[config.mk]
export PLATFORM = sky130hd
export DESIGN_NAME = ram_port_arbiter
export DESIGN_NICKNAME = d
export VERILOG_FILES = /design/src/rtl/ram_port_arbiter.sv
export SDC_FILE = /design/constraint.sdc
export NUM_CORES = 1
export LEC_CHECK = 0
export ABC_CLOCK_PERIOD_IN_PS = 1900
export BUFFER_PORTS_ARGS = -buffer_cell sky130_fd_sc_hd__buf_4
export CORE_AREA = 2 2 122 124
export CTS_CLUSTER_SIZE = 28
export DETAILED_ROUTE_END_ITERATION = 8
export DIE_AREA = 0 0 124 126
export GPL_TIMING_DRIVEN = 0
export HOLD_SLACK_MARGIN = 0.06
export SYNTH_ARGS = -nofsm -noshare
export SYNTH_HDL_FRONTEND = slang
export SYNTH_SLANG_ARGS = --single-unit
[constraint.sdc]
create_clock -name clk -period 1.9 [get_ports clk]
set_input_delay 0 -clock clk [delete_from_list [all_inputs] [get_ports clk]]
set_output_delay 0 -clock clk [all_outputs]
set_load 0.01 [all_outputs]
[src/rtl/ram_port_arbiter.sv]
// Front end for a 1W/1R RAM: optional post-reset init sweep, round-robin write arbitration
// and a stall-capable read stream. Define RAM_ARB_INIT_SWEEP_EN to enable the INIT_VALUE sweep.
module ram_port_arbiter #(
    parameter int                    DATA_WIDTH = 32,
    parameter int                    ADDR_WIDTH = 10,
    parameter int                    NUM_REQ    = 4,
    parameter logic [DATA_WIDTH-1:0] INIT_VALUE = '0
) (
    input  logic                          clk,
    input  logic                          rst,
    input  logic [NUM_REQ-1:0]            wr_valid,
    output logic [NUM_REQ-1:0]            wr_ready,
    input  logic [NUM_REQ*ADDR_WIDTH-1:0] wr_addr,
    input  logic [NUM_REQ*DATA_WIDTH-1:0] wr_data,
    input  logic                          rd_req_valid,
    output logic                          rd_req_ready,
    input  logic [ADDR_WIDTH-1:0]         rd_req_addr,
    output logic                          rd_rsp_valid,
    input  logic                          rd_rsp_ready,
    output logic [DATA_WIDTH-1:0]         rd_rsp_data,
    output logic [ADDR_WIDTH-1:0]         ram_write_addr,
    output logic [DATA_WIDTH-1:0]         ram_write_data,
    output logic                          ram_write_enable,
    output logic [ADDR_WIDTH-1:0]         ram_read_addr,
    input  logic [DATA_WIDTH-1:0]         ram_read_data,
    output logic                          ram_read_ready,
    output logic                          init_done
);

    localparam int PW = (NUM_REQ > 1) ? $clog2(NUM_REQ) : 1;

    logic                  w_run;
    logic                  w_sweep;
    logic [ADDR_WIDTH-1:0] w_sweepAddr;
    logic [PW-1:0]         r_rrPtr;
    logic [PW-1:0]         w_grantIdx;
    logic                  w_grantValid;
    logic                  w_wrAccept;
    logic                  r_wrEn;
    logic [ADDR_WIDTH-1:0] r_wrAddr;
    logic [DATA_WIDTH-1:0] r_wrData;
    logic                  r_rspValid;
    logic                  w_rdReqReady;
    logic                  w_rdFire;

`ifdef RAM_ARB_INIT_SWEEP_EN
    localparam logic [0:0] ST_INIT = 1'b0;
    localparam logic [0:0] ST_RUN  = 1'b1;

    logic [0:0]            r_state;
    logic [ADDR_WIDTH-1:0] r_initCount;

    // The counter wraps to zero on the last address, which is also when we leave INIT
    always_ff @(posedge clk or posedge rst) begin
        if (rst) begin
            r_state     <= ST_INIT;
            r_initCount <= '0;
        end else if (r_state == ST_INIT) begin
            r_initCount <= r_initCount + 1'b1;
            if (r_initCount == {ADDR_WIDTH{1'b1}})
                r_state <= ST_RUN;
        end
    end

    assign w_run       = (r_state == ST_RUN);
    assign w_sweep     = (r_state == ST_INIT);
    assign w_sweepAddr = r_initCount;
`else
    logic r_initDone;

    always_ff @(posedge clk or posedge rst) begin
        if (rst)
            r_initDone <= 1'b0;
        else
            r_initDone <= 1'b1;
    end

    assign w_run       = r_initDone;
    assign w_sweep     = 1'b0;
    assign w_sweepAddr = '0;
`endif

    assign init_done = w_run;

    // Search upward from the pointer, wrapping, for the first valid requester
    always_comb begin
        int idx;
        idx          = 0;
        w_grantValid = 1'b0;
        w_grantIdx   = '0;
        for (int off = 0; off < NUM_REQ; off++) begin
            idx = int'(r_rrPtr) + off;
            if (idx >= NUM_REQ)
                idx = idx - NUM_REQ;
            if (!w_grantValid && wr_valid[idx]) begin
                w_grantValid = 1'b1;
                w_grantIdx   = PW'(idx);
            end
        end
    end

    assign w_wrAccept = w_run && w_grantValid;

    always_comb begin
        wr_ready = '0;
        if (w_wrAccept)
            wr_ready[w_grantIdx] = 1'b1;
    end

    always_ff @(posedge clk or posedge rst) begin
        if (rst) begin
            r_wrEn   <= 1'b0;
            r_wrAddr <= '0;
            r_wrData <= '0;
            r_rrPtr  <= '0;
        end else if (w_sweep) begin
            r_wrEn   <= 1'b1;
            r_wrAddr <= w_sweepAddr;
            r_wrData <= INIT_VALUE;
        end else if (w_wrAccept) begin
            r_wrEn   <= 1'b1;
            r_wrAddr <= wr_addr[w_grantIdx*ADDR_WIDTH +: ADDR_WIDTH];
            r_wrData <= wr_data[w_grantIdx*DATA_WIDTH +: DATA_WIDTH];
            r_rrPtr  <= (w_grantIdx == PW'(NUM_REQ - 1)) ? '0 : w_grantIdx + 1'b1;
        end else begin
            r_wrEn   <= 1'b0;
        end
    end

    assign ram_write_enable = r_wrEn;
    assign ram_write_addr   = r_wrAddr;
    assign ram_write_data   = r_wrData;

    // The RAM output register is the response buffer; it only advances on an accepted request
    assign w_rdReqReady = w_run && (!r_rspValid || rd_rsp_ready);
    assign w_rdFire     = rd_req_valid && w_rdReqReady;

    always_ff @(posedge clk or posedge rst) begin
        if (rst)
            r_rspValid <= 1'b0;
        else if (w_rdReqReady)
            r_rspValid <= w_rdFire;
    end

    assign rd_req_ready   = w_rdReqReady;
    assign ram_read_addr  = rd_req_addr;
    assign ram_read_ready = w_rdFire;
    assign rd_rsp_valid   = r_rspValid;
    assign rd_rsp_data    = ram_read_data;

endmodule

==> flow_metrics.env, run 1 <==
export IMPL_synth_warnings=0
export IMPL_routed_wl_um=16600
export IMPL_synth_area_per_cell_um2=7.42
export IMPL_grt_max_degree=28
export IMPL_ff2ff_setup_slack_ns=0.01
export IMPL_via_per_inst=4.53
export IMPL_yosys_area_share_xor_xnor_pct=0
export IMPL_antenna_diode_count=0
export IMPL_area_growth_pct=111
export IMPL_synthDistinctLibCells=28
export IMPL_swShare_pct=39.1
export IMPL_cts_buffer_depth=2
export IMPL_overflow=0
export IMPL_coreArea_um2=14300
export IMPL_slew_violations=0
export IMPL_antenna_left=0
export IMPL_syn_num_nets=672
export IMPL_ys_seq_area_share_pct=35.0
export IMPL_first_pass_iters=4
export IMPL_crit_fanout=5
export IMPL_period_minus_slack_ns=1.93
export IMPL_failed_checks="setup timing"
export IMPL_antenna_found_initial=1
export IMPL_rsz0062_at_grt="true"
export IMPL_vias=4673
export IMPL_gp_congestion=0.855
export IMPL_fin_crit_sh_pct=102
export IMPL_fin_ws_ns=-0.0303
export IMPL_min_path_type="primary input to flip-flop"
export IMPL_p_leak_nw=3.64
export IMPL_synthAdderAreaFrac_pct=0.372
export IMPL_port_buffers=268
export IMPL_worstSkewPairLatency_ns=0.29
export IMPL_synth_area_um2=3360
export IMPL_rr_startpoint="r_rrPtr[1]"
export IMPL_die_area_um2=15600
export IMPL_run_status="finished with violations"
export IMPL_synth_mux_area_share_pct=0.298
export IMPL_drtIter0Drc=201
export IMPL_fin_cells=1032
export IMPL_max_cap_viol_count=0
export IMPL_root_buffer="clkbuf_16"
export IMPL_fmax_mhz=518
export IMPL_drive_gt1_share_pct=43.4
export IMPL_finClkSkew_ns=0.00601
export IMPL_setup_viol_count_final=1
export IMPL_synth_top_family_by_area="simple AND/OR/NAND/NOR gates"
export IMPL_final_seq_area_um2=1180
export IMPL_synth_simple_area_share_pct=33.7
export IMPL_io_pins=311
export IMPL_worstPathRequired_ns=1.90
export IMPL_clock_sinks=47
export IMPL_p_clk_share_pct=14.0
export IMPL_die_h_um=126
export IMPL_hp_start="wr_data[103]"
export IMPL_crit_type="flip-flop to output port"
export IMPL_worstMarginPinSlew_ns=0.530
export IMPL_drc=0
export IMPL_wl_per_cell_um=16.1
export IMPL_startpoint_type="flip-flop"
export IMPL_peakVddDrop_uv=376
export IMPL_worstPathArrival_ns=1.93
export IMPL_multi_input_area_um2=1730
export IMPL_synth_ff_latch_count=47
export IMPL_num_rows=44
export IMPL_track_usage_pct=20.7
export IMPL_hold_violations=0
export IMPL_clkTransAtPathRegs_ns=0.07
export IMPL_cts_htree_levels=2
export IMPL_tns_ns=-0.0303
export IMPL_nets=1066
export IMPL_dpl_cell_area_um2=5630
export IMPL_cts_tree="yes"
export IMPL_power_switching_mw=2.51
export IMPL_p_comb_share_pct=59.5
export IMPL_cp_startpoint="r_rrPtr[1]"
export IMPL_grt_pass1_wl_um=24900
export IMPL_dp_cells=906
export IMPL_p_int_mw=3.91
export IMPL_synth_compound_area_share_pct=15.3
export IMPL_dp_hpwl_um=11700
export IMPL_p_seq_share_pct=26.5
export IMPL_first_global_vias=4874
export IMPL_max_slew_margin_rel_pct=64.6
export IMPL_start_util_pct=23.5
export IMPL_pre_cts_ws_ns=-0.372
export IMPL_cp_end_kind="output port"
export IMPL_p_per_area_nw_per_um2=906
export IMPL_nFillCells=1396
export IMPL_synthCells=453
export IMPL_fin_area_um2=7090
export IMPL_numCtsBuffers=5
export IMPL_die_w_um=124
placed cells by master, fill, tap and decap left out, drive strengths merged, types with 2 or more instances in the layout:
cell	netlist	routed
and2	2	2
nor2	2	2
nand3	84	84
a21oi	2	2
o21ai	4	4
inv	8	8
o211a	42	42
dfrtp	47	47
clkbuf	15	17
buf	59	342
dlygate4sd3	0	109
nand2	173	173
timing repair:
item | CTS | global route
hold endpoints to repair | 61 | 0
buffers inserted | 10 | 1
hold buffers | 109 | 0
endpoints found under the setup margin | 47 | 46
pin swaps | 3 | 3
resized for setup | 39 | 10
cell families after synthesis:
logic type | Yosys count
compound gates | 54
fa+ha+maj | 1
buf+inv | 82
flops | 47
mux | 1
other cells | 1
simple gates | 267
layout make-up:
type,count,share of cell area (%)
clock buffers,7,1.87
inverters,8,0.424
clock inverters,1,0.0706
repair buffers,389,45.3
flip-flops and latches,47,16.6
well taps,184,3.25
plain buffers,72,7.96
multi-input cells,324,24.5
registers in the layout, summed over array words and instances (netlist names):
name	cells
init_done	1
r_rrPtr	2
ram_write_addr	10
ram_write_data	32
ram_write_enable	1
rd_rsp_valid	1
through the flow:
stage,power (mW),utilization (%),hold slack (ns)
floorplan,3.40,-,0.0918
global placement,5.00,39.2,0.176
CTS,6.45,49.3,0.0602
global route,6.89,49.5,0.0778
detailed placement,5.04,39.3,0.0837
finish,6.42,49.5,0.0634
worst max-delay path, stage by stage (launching register included):
cell and delay [ns]:
dfrtp_2 0.44, or3b_4 0.40, o221ai_4 0.08, inv_2 0.08
buf_8 0.13, buf_8 0.12, ha_4 0.14, and2_4 0.13
buf_6 0.11
power by group through the flow:
stage | Combinational, mW | Clock (mW) | Sequential (mW)
after floorplan | 1.53 | 0 | 1.88
after global placement | 3.30 | 0 | 1.70
after detailed placement | 3.33 | 0 | 1.70
after CTS | 3.81 | 0.935 | 1.70
after global routing | 4.17 | 0.962 | 1.76
final | 3.82 | 0.898 | 1.70
final timing paths:
| path | to | depth (start not counted) |
|---|---|---|
| worst max-delay path | wr_ready[3] | 8 |
| worst max register to register | ram_write_data[11] | 9 |
| max in group asynchronous | r_rrPtr[1] | 4 |
| min in group asynchronous | ram_write_data[16] | 3 |
| worst min register to register | rd_rsp_valid | 1 |
| worst min-delay path | ram_write_data[7] | 4 |
per-layer routing:
layer | wire, um | track usage, % | up-vias
li1 | - | - | 2263
met1 | 6120 | 22.3 | 2159
met2 | 8840 | 39.2 | 214
met3 | 1190 | 4.62 | 35
met4 | 458 | 6.94 | 2
met5 | 13 | 0 | -
synthesized netlist by cell type:
library cell | n | area [um2]
nand2_1 | 173 | 649
nand3_1 | 84 | 420
buf_4 | 53 | 398
dfrtp_1 | 47 | 1180
o211a_1 | 42 | 420
clkbuf_1 | 15 | 56.3
inv_1 | 7 | 26.3
buf_2 | 6 | 30.0
o21ai_0 | 4 | 20.0
a21oi_1 | 2 | 10.0
and2_1 | 2 | 12.5
nor2_1 | 2 | 7.51
a21boi_0 | 1 | 7.51
a21o_1 | 1 | 7.51
a221oi_1 | 1 | 8.76
and3_1 | 1 | 6.26
conb_1 | 1 | 3.75
ha_1 | 1 | 12.5
inv_2 | 1 | 3.75
mux2i_1 | 1 | 10.0
nand2b_1 | 1 | 6.26
nor2b_1 | 1 | 6.26
nor3_2 | 1 | 10.0
o21a_1 | 1 | 7.51
o221ai_2 | 1 | 15.0
o41ai_2 | 1 | 16.3
or2_2 | 1 | 6.26
or3b_1 | 1 | 8.76
No activity file was read; power rests on OpenSTA's default activity.
==> inputs of run 2 (changes only) <==
- ABC_AREA: default -> 1
- PLACE_DENSITY: default -> 0.66
==> run 2 against run 1 <==
  * The run still ends with setup timing left
  * Critical path depth increased by 7
  * Sequential power increased by 6%
  * Synthesized cell count increased by 70%
  * Hold slack improved by 0.015 ns
  * Clock skew about the same
  * Global-route usage increased by 3.1 points
  * Via count increased by 25%
  * Total power increased by 130%
  * Critical endpoint unchanged
  * Largest power group unchanged
==> flow_metrics.env, run 2 <==
export IMPL_grt_pass1_wl_um=28600
export IMPL_nFillCells=1508
export IMPL_largest_reg_flops=32
export IMPL_synth_area_per_cell_um2=5.80
export IMPL_final_cell_mix="buf_4 (346), nand2_1 (345), inv_1 (93)"
export IMPL_die_w_um=124
export IMPL_synthDistinctLibCells=24
export IMPL_first_pass_iters=4
export IMPL_min_path_type="primary input to flip-flop"
export IMPL_ys_seq_area_share_pct=26.3
export IMPL_vias=5840
export IMPL_setup_viol_count_final=47
export IMPL_worstPathArrival_ns=2.19
export IMPL_yosys_top_cells_area="nand2_1 (31%), dfrtp_1 (26%), nand4_1 (12%)"
export IMPL_gp_congestion=0.906
export IMPL_routed_wl_um=19500
export IMPL_die_area_um2=15600
export IMPL_synth_edf_count=0
export IMPL_cts_tree="yes"
export IMPL_synth_area_um2=4470
export IMPL_numCtsBuffers=5
export IMPL_via_per_inst=4.66
export IMPL_area_growth_pct=66.2
export IMPL_num_rows=44
export IMPL_p_per_area_nw_per_um2=1970
export IMPL_synth_commonest_cells="nand2_1 (372), inv_1 (99), nand4_1 (84), buf_4 (50), nand3_1 (48)"
export IMPL_startpoint_type="flip-flop"
export IMPL_antenna_left=0
export IMPL_worstPathRequired_ns=1.90
export IMPL_track_usage_pct=23.8
export IMPL_synth_most_common_cell="nand2_1"
export IMPL_fin_hold_ws_ns=0.0784
export IMPL_crit_type="flip-flop to output port"
export IMPL_fin_ws_ns=-0.289
export IMPL_power_mw=14.7
export IMPL_reg2reg_depth=16
export IMPL_final_seq_area_um2=1180
export IMPL_cts_htree_levels=2
export IMPL_wl_per_cell_um=15.6
export IMPL_drtIter0Drc=258
export IMPL_root_buffer="clkbuf_16"
export IMPL_fmax_mhz=457
export IMPL_period_minus_slack_ns=2.19
export IMPL_synthCells=771
export IMPL_synth_ff_latch_count=47
export IMPL_rsz0062_at_grt="true"
export IMPL_drc=0
export IMPL_overflow=0
export IMPL_grt_max_degree=38
export IMPL_worstSkewPairLatency_ns=0.29
export IMPL_peakVddDrop_uv=1340
export IMPL_dp_cells=1224
export IMPL_failed_checks="setup timing"
export IMPL_synth_warnings=0
export IMPL_coreArea_um2=14300
export IMPL_yosysTopAreaCellShare_pct=31.2
export IMPL_antenna_found_initial=1
export IMPL_yosys_area_top_type="nand2_1"
export IMPL_cp_end_kind="output port"
export IMPL_slew_violations=0
export IMPL_fin_cells=1253
export IMPL_io_pins=311
export IMPL_syn_num_nets=990
export IMPL_crit_fanout=6
export IMPL_hold_depth=7
export IMPL_finClkSkew_ns=0.00568
export IMPL_nets=1286
export IMPL_dp_hpwl_um=15000
export IMPL_fin_crit_sh_pct=115
export IMPL_die_h_um=126
export IMPL_start_util_pct=31.2
export IMPL_port_buffers=268
export IMPL_run_status="finished with violations"
export IMPL_clkTransAtPathRegs_ns=0.07
export IMPL_multi_input_area_um2=2540
export IMPL_synthArstFlopShare_pct=100
export IMPL_synth_flop_cell="dfrtp_1"
export IMPL_drive_gt1_share_pct=42.0
export IMPL_layout_commonest_cell="buf_4"
export IMPL_cts_buffer_depth=2
export IMPL_p_leak_nw=4.54
export IMPL_clock_sinks=47
export IMPL_max_cap_viol_count=0
export IMPL_first_global_vias=5560
export IMPL_hold_violations=0
run 2: cell count changes in the layout (fill, tap and decap cells not counted), sizes merged, moves of 2 or more:
cell,previous run,this run
nand4,0,84
and2,2,0
nand3,84,52
o211a,42,0
inv,8,104
nor2,2,7
nand2,173,374
buf,342,371
dlygate4sd3,109,2
run 2: path summary, 6_finish.rpt:
path,startpoint,end,slack [ns]
setup / recovery,r_rrPtr[0],wr_ready[3],-0.29
hold / removal,wr_data[15],ram_write_data[15],0.08
setup reg to reg,r_rrPtr[0],ram_write_data[4],-0.26
hold reg to reg,ram_write_data[29],ram_write_data[29],0.48
max in group asynchronous,rst,ram_write_data[30],1.17
min in group asynchronous,rst,rd_rsp_valid,0.22
run 2: through the flow:
step | setup WS [ns] | cell area (um2) | utilization (%) | setup TNS, ns
floorplan | 0.0235 | 4470 | - | 0
detailed placement | -0.371 | 6740 | 47.1 | -12.94
global placement | -0.375 | 6720 | 46.9 | -16.71
CTS | -0.240 | 7180 | 50.1 | -5.64
global route | -0.427 | 7430 | 51.9 | -16.62
finish | -0.289 | 7430 | 51.9 | -9.17
run 2: cell type report:
cell class / count / area share (%)
repair inverters: 1 / 0.152
diodes: 1 / 0.0337
well taps: 184 / 3.10
plain buffers: 96 / 9.76
inverters: 103 / 5.37
flip-flops and latches: 47 / 15.8
repair buffers: 288 / 29.8
clock inverters: 1 / 0.0673
multi-input cells: 525 / 34.1
clock buffers: 7 / 1.78
run 2: per-layer routing:
metal | global-route usage, % | up-vias | part of all wire, %
met5 | 0 | - | 0
met2 | 42.8 | 265 | 51
met3 | 3.89 | 18 | 7.6
met4 | 6.28 | 0 | 1.6
li1 | - | 2953 | -
met1 | 29.2 | 2604 | 40
run 2: timing repair:
action                                  CTS  global route
endpoints found under the setup margin   49            49
hold buffers                              2             0
pin swaps                                13            15
resized for setup                        70            60
endpoints found under the hold margin    48             0
buffers inserted                         10             6
gates cloned                              2             1
run 2: power by group:
group	internal [mW]	switching, mW
combinational	4.90	7.07
sequential	1.50	0.301
clock	0.489	0.413
total	6.90	7.78
run 2: cell families after synthesis:
logic type	Yosys count	share of synthesized area (%)
DFF	47	26.3
other	1	0.0839
buffers and inverters	199	22.1
adders and majority gates	1	0.280
and+or+nand+nor	518	50.6
AOI/OAI and AO/OA	5	0.587
run 2: worst max-delay path: stages, from the launching register on:
cell     delay, ns
dfrtp_1       0.39
buf_6         0.19
inv_8         0.06
nand2_4       0.06
nand2_4       0.06
nand2_2       0.07
nand2_2       0.06
nor2_4        0.15
nand3_4       0.15
nand3_4       0.16
buf_8         0.13
inv_4         0.03
ha_4          0.14
inv_2         0.05
nor2_2        0.03
buf_4         0.14
==> inputs of run 3 (changes only) <==
--- a/config.mk
+++ b/config.mk
@@ -7,13 +7,12 @@
 export LEC_CHECK = 0
 export ABC_AREA = 1
-export ABC_CLOCK_PERIOD_IN_PS = 1900
+export ABC_CLOCK_PERIOD_IN_PS = 2540
 export BUFFER_PORTS_ARGS = -buffer_cell sky130_fd_sc_hd__buf_4
-export CORE_AREA = 2 2 122 124
+export CORE_AREA = 2 2 121 123
 export CTS_CLUSTER_SIZE = 28
 export DETAILED_ROUTE_END_ITERATION = 8
-export DIE_AREA = 0 0 124 126
+export DIE_AREA = 0 0 123 125
 export GPL_TIMING_DRIVEN = 0
 export HOLD_SLACK_MARGIN = 0.06
-export PLACE_DENSITY = 0.66
 export SYNTH_ARGS = -nofsm -noshare
 export SYNTH_HDL_FRONTEND = slang
==> constraint.sdc (replaced) <==
create_clock -name clk -period 2.54 [get_ports clk]
set_input_delay 0.381 -clock clk [delete_from_list [all_inputs] [get_ports clk]]
set_output_delay 0.381 -clock clk [all_outputs]
set_load 0.01 [all_outputs]
==> run 3 against run 2 <==
  * The flow now finishes without violations
  * Non-clock buffer count is 3 lower
  * Critical path depth decreased by 1
  * Clock skew grew 0.0024 ns
  * Sequential power decreased by 27%
  * First-iteration DRC count down 26%
  * Via count did not move
  * Die area is 1.6% lower
  * Total power shrank 30%
  * Global-route usage decreased by 0.24 points
  * Core utilization decreased by 1.1 points
  * Hold slack improved by 0.014 ns
  * Largest cell class unchanged
  * Highest routed layer unchanged
==> flow_metrics.env, run 3 (synthesis gave the netlist of run 2 again) <==
export IMPL_peakVddDrop_uv=499
export IMPL_p_int_mw=4.68
export IMPL_pre_cts_ws_ns=-0.00142
export IMPL_ff2ff_setup_slack_ns=0.16
export IMPL_cts_tree="yes"
export IMPL_drc=0
export IMPL_die_area_um2=15400
export IMPL_p_per_area_nw_per_um2=1420
export IMPL_first_global_vias=5464
export IMPL_p_clk_share_pct=6.7
export IMPL_min_path_type="primary input to async pin"
export IMPL_wl_per_cell_um=15.1
export IMPL_max_slew_margin_rel_pct=62.9
export IMPL_antenna_diode_count=0
export IMPL_startpoint_type="flip-flop"
export IMPL_fin_ws_ns=0.0733
export IMPL_antenna_found_initial=0
export IMPL_final_cell_mix="nand2_1 (355), buf_4 (332), inv_1 (94)"
export IMPL_io_pins=311
export IMPL_rsz0062_at_grt="true"
export IMPL_port_buffers=268
export IMPL_num_rows=44
export IMPL_vias=5840
export IMPL_slew_violations=0
export IMPL_worstMarginPinSlew_ns=0.556
export IMPL_grt_pass1_wl_um=28300
export IMPL_antenna_left=0
export IMPL_run_status="finished, final reports clean"
export IMPL_finClkSkew_ns=0.00806
export IMPL_routed_wl_um=18800
export IMPL_fmax_mhz=405
export IMPL_worstPathRequired_ns=2.16
export IMPL_area_growth_pct=61.3
export IMPL_via_per_inst=4.68
export IMPL_root_buffer="clkbuf_16"
export IMPL_setup_viol_count_final=0
export IMPL_overflow=0
export IMPL_die_h_um=125
export IMPL_largest_reg_flops=32
export IMPL_max_cap_viol_count=0
export IMPL_crit_slowest_cell="dfrtp_1"
export IMPL_start_util_pct=31.5
export IMPL_clock_sinks=47
export IMPL_p_leak_nw=4.41
export IMPL_worstPathArrival_ns=2.09
export IMPL_power_mw=10.2
export IMPL_crit_family="simple AND/OR/NAND/NOR gates"
export IMPL_swShare_pct=54.2
export IMPL_layout_commonest_cell="nand2_1"
export IMPL_p_comb_share_pct=80.3
export IMPL_nets=1282
export IMPL_dp_hpwl_um=14100
export IMPL_power_switching_mw=5.53
export IMPL_drive_gt1_share_pct=39.3
export IMPL_die_w_um=123
export IMPL_coreArea_um2=14200
export IMPL_numCtsBuffers=5
export IMPL_hold_violations=0
export IMPL_clkTransAtPathRegs_ns=0.07
export IMPL_period_minus_slack_ns=2.47
export IMPL_tns_ns=0
export IMPL_gp_congestion=0.857
export IMPL_p_seq_share_pct=13.0
export IMPL_drtIter0Drc=190
export IMPL_max_stage_delay_ns=0.40
export IMPL_worstSkewPairLatency_ns=0.30
export IMPL_grt_max_degree=30
export IMPL_fin_crit_sh_pct=97.1
export IMPL_first_pass_iters=5
export IMPL_track_usage_pct=23.6
export IMPL_cts_htree_levels=2
export IMPL_crit_type="flip-flop to output port"
export IMPL_cp_end_kind="output port"
export IMPL_critPathBufInv=6
export IMPL_crit_fanout=10
export IMPL_cts_buffer_depth=2
export IMPL_worstPathCellList="buf_6 > clkinv_8 > buf_8 > nand2_4 > nand3_4 > nand2_4 > nor2_4 > nand3_4 > nand2_8 > inv_2 > buf_6 > nand2_2 > nor2_1 > buf_4"
-- run 3: changes by cell type in the layout (fill, tap and decap cells not counted), moves of 5 or more --
| cell | delta |
|---|---|
| nand2_1 | +10 |
| buf_2 | +14 |
| clkbuf_1 | +7 |
| nand3_1 | +6 |
| nand2_4 | -9 |
| buf_4 | -14 |
| nand3_2 | -8 |
| buf_1 | +5 |
| clkbuf_2 | -6 |
-- run 3: timing repair --
| item | in CTS | in global routing |
|---|---|---|
| setup endpoints to repair | 4 | 22 |
| hold buffers | 0 | 0 |
| setup buffers | 9 | 9 |
| pin swaps | 3 | 18 |
| gates resized for setup | 12 | 49 |
| cloned | 0 | 1 |
-- run 3: layer usage --
| layer | share of wire, % | track usage (%) | vias to the layer above | wire, um |
|---|---|---|---|---|
| met2 | 49 | 40.7 | 237 | 9130 |
| met1 | 41 | 29.0 | 2635 | 7650 |
| li1 | - | - | 2940 | - |
| met5 | 0 | 0 | - | 0 |
| met4 | 2.3 | 7.42 | 0 | 434 |
| met3 | 8.4 | 5.11 | 28 | 1580 |
-- run 3: power groups by stage --
stage                     clock network, mW  logic, mW  registers (mW)
after global placement                    0       7.41            1.33
after floorplan                           0       4.88            1.46
final                                 0.684       8.20            1.33
after detailed placement                  0       7.45            1.32
after global routing                  0.725       9.20            1.37
after CTS                             0.706       7.86            1.32
-- run 3: path summary, 6_finish.rpt --
kind | end | startpoint | cells after the start
setup / recovery | wr_ready[2] | r_rrPtr[0] | 14
hold / removal | ram_write_data[17] | rst | 2
setup reg to reg | ram_write_data[10] | r_rrPtr[0] | 17
hold reg to reg | ram_write_addr[1] | ram_write_addr[1] | 2
max in group asynchronous | r_rrPtr[1] | rst | 3
min in group clk | rd_rsp_valid | rd_req_valid | 3
-- run 3: layout make-up --
| class | count | area (um2) |
|---|---|---|
| Inverter | 103 | 402 |
| Timing Repair Buffer | 288 | 2200 |
| Tap cell | 184 | 230 |
| Clock inverter | 1 | 5.00 |
| Fill cell | 1534 | 6990 |
| Multi-Input combinational cell | 525 | 2470 |
| Sequential cell | 47 | 1180 |
| Clock buffer | 7 | 133 |
| Buffer | 93 | 598 |
-- run 3: per-stage QoR --
step	cells	hold WS [ns]	area [um2]	util [%]
6_report	1248	0.0925	7210	50.8
5_1_grt	1248	0.125	7210	50.8
4_1_cts	1239	0.106	7000	49.3
3_5_place_dp	1224	0.436	6730	47.4
3_3_place_gp	1223	0.463	6710	47.3
2_1_floorplan	771	0.515	4470	-
-- run 3: worst register-to-register path: cells and delay by family (launching register included) --
kind / cells / cell delay, ns
and+or+nand+nor: 11 / 0.98
buffers and inverters: 6 / 0.90
DFF: 1 / 0.40
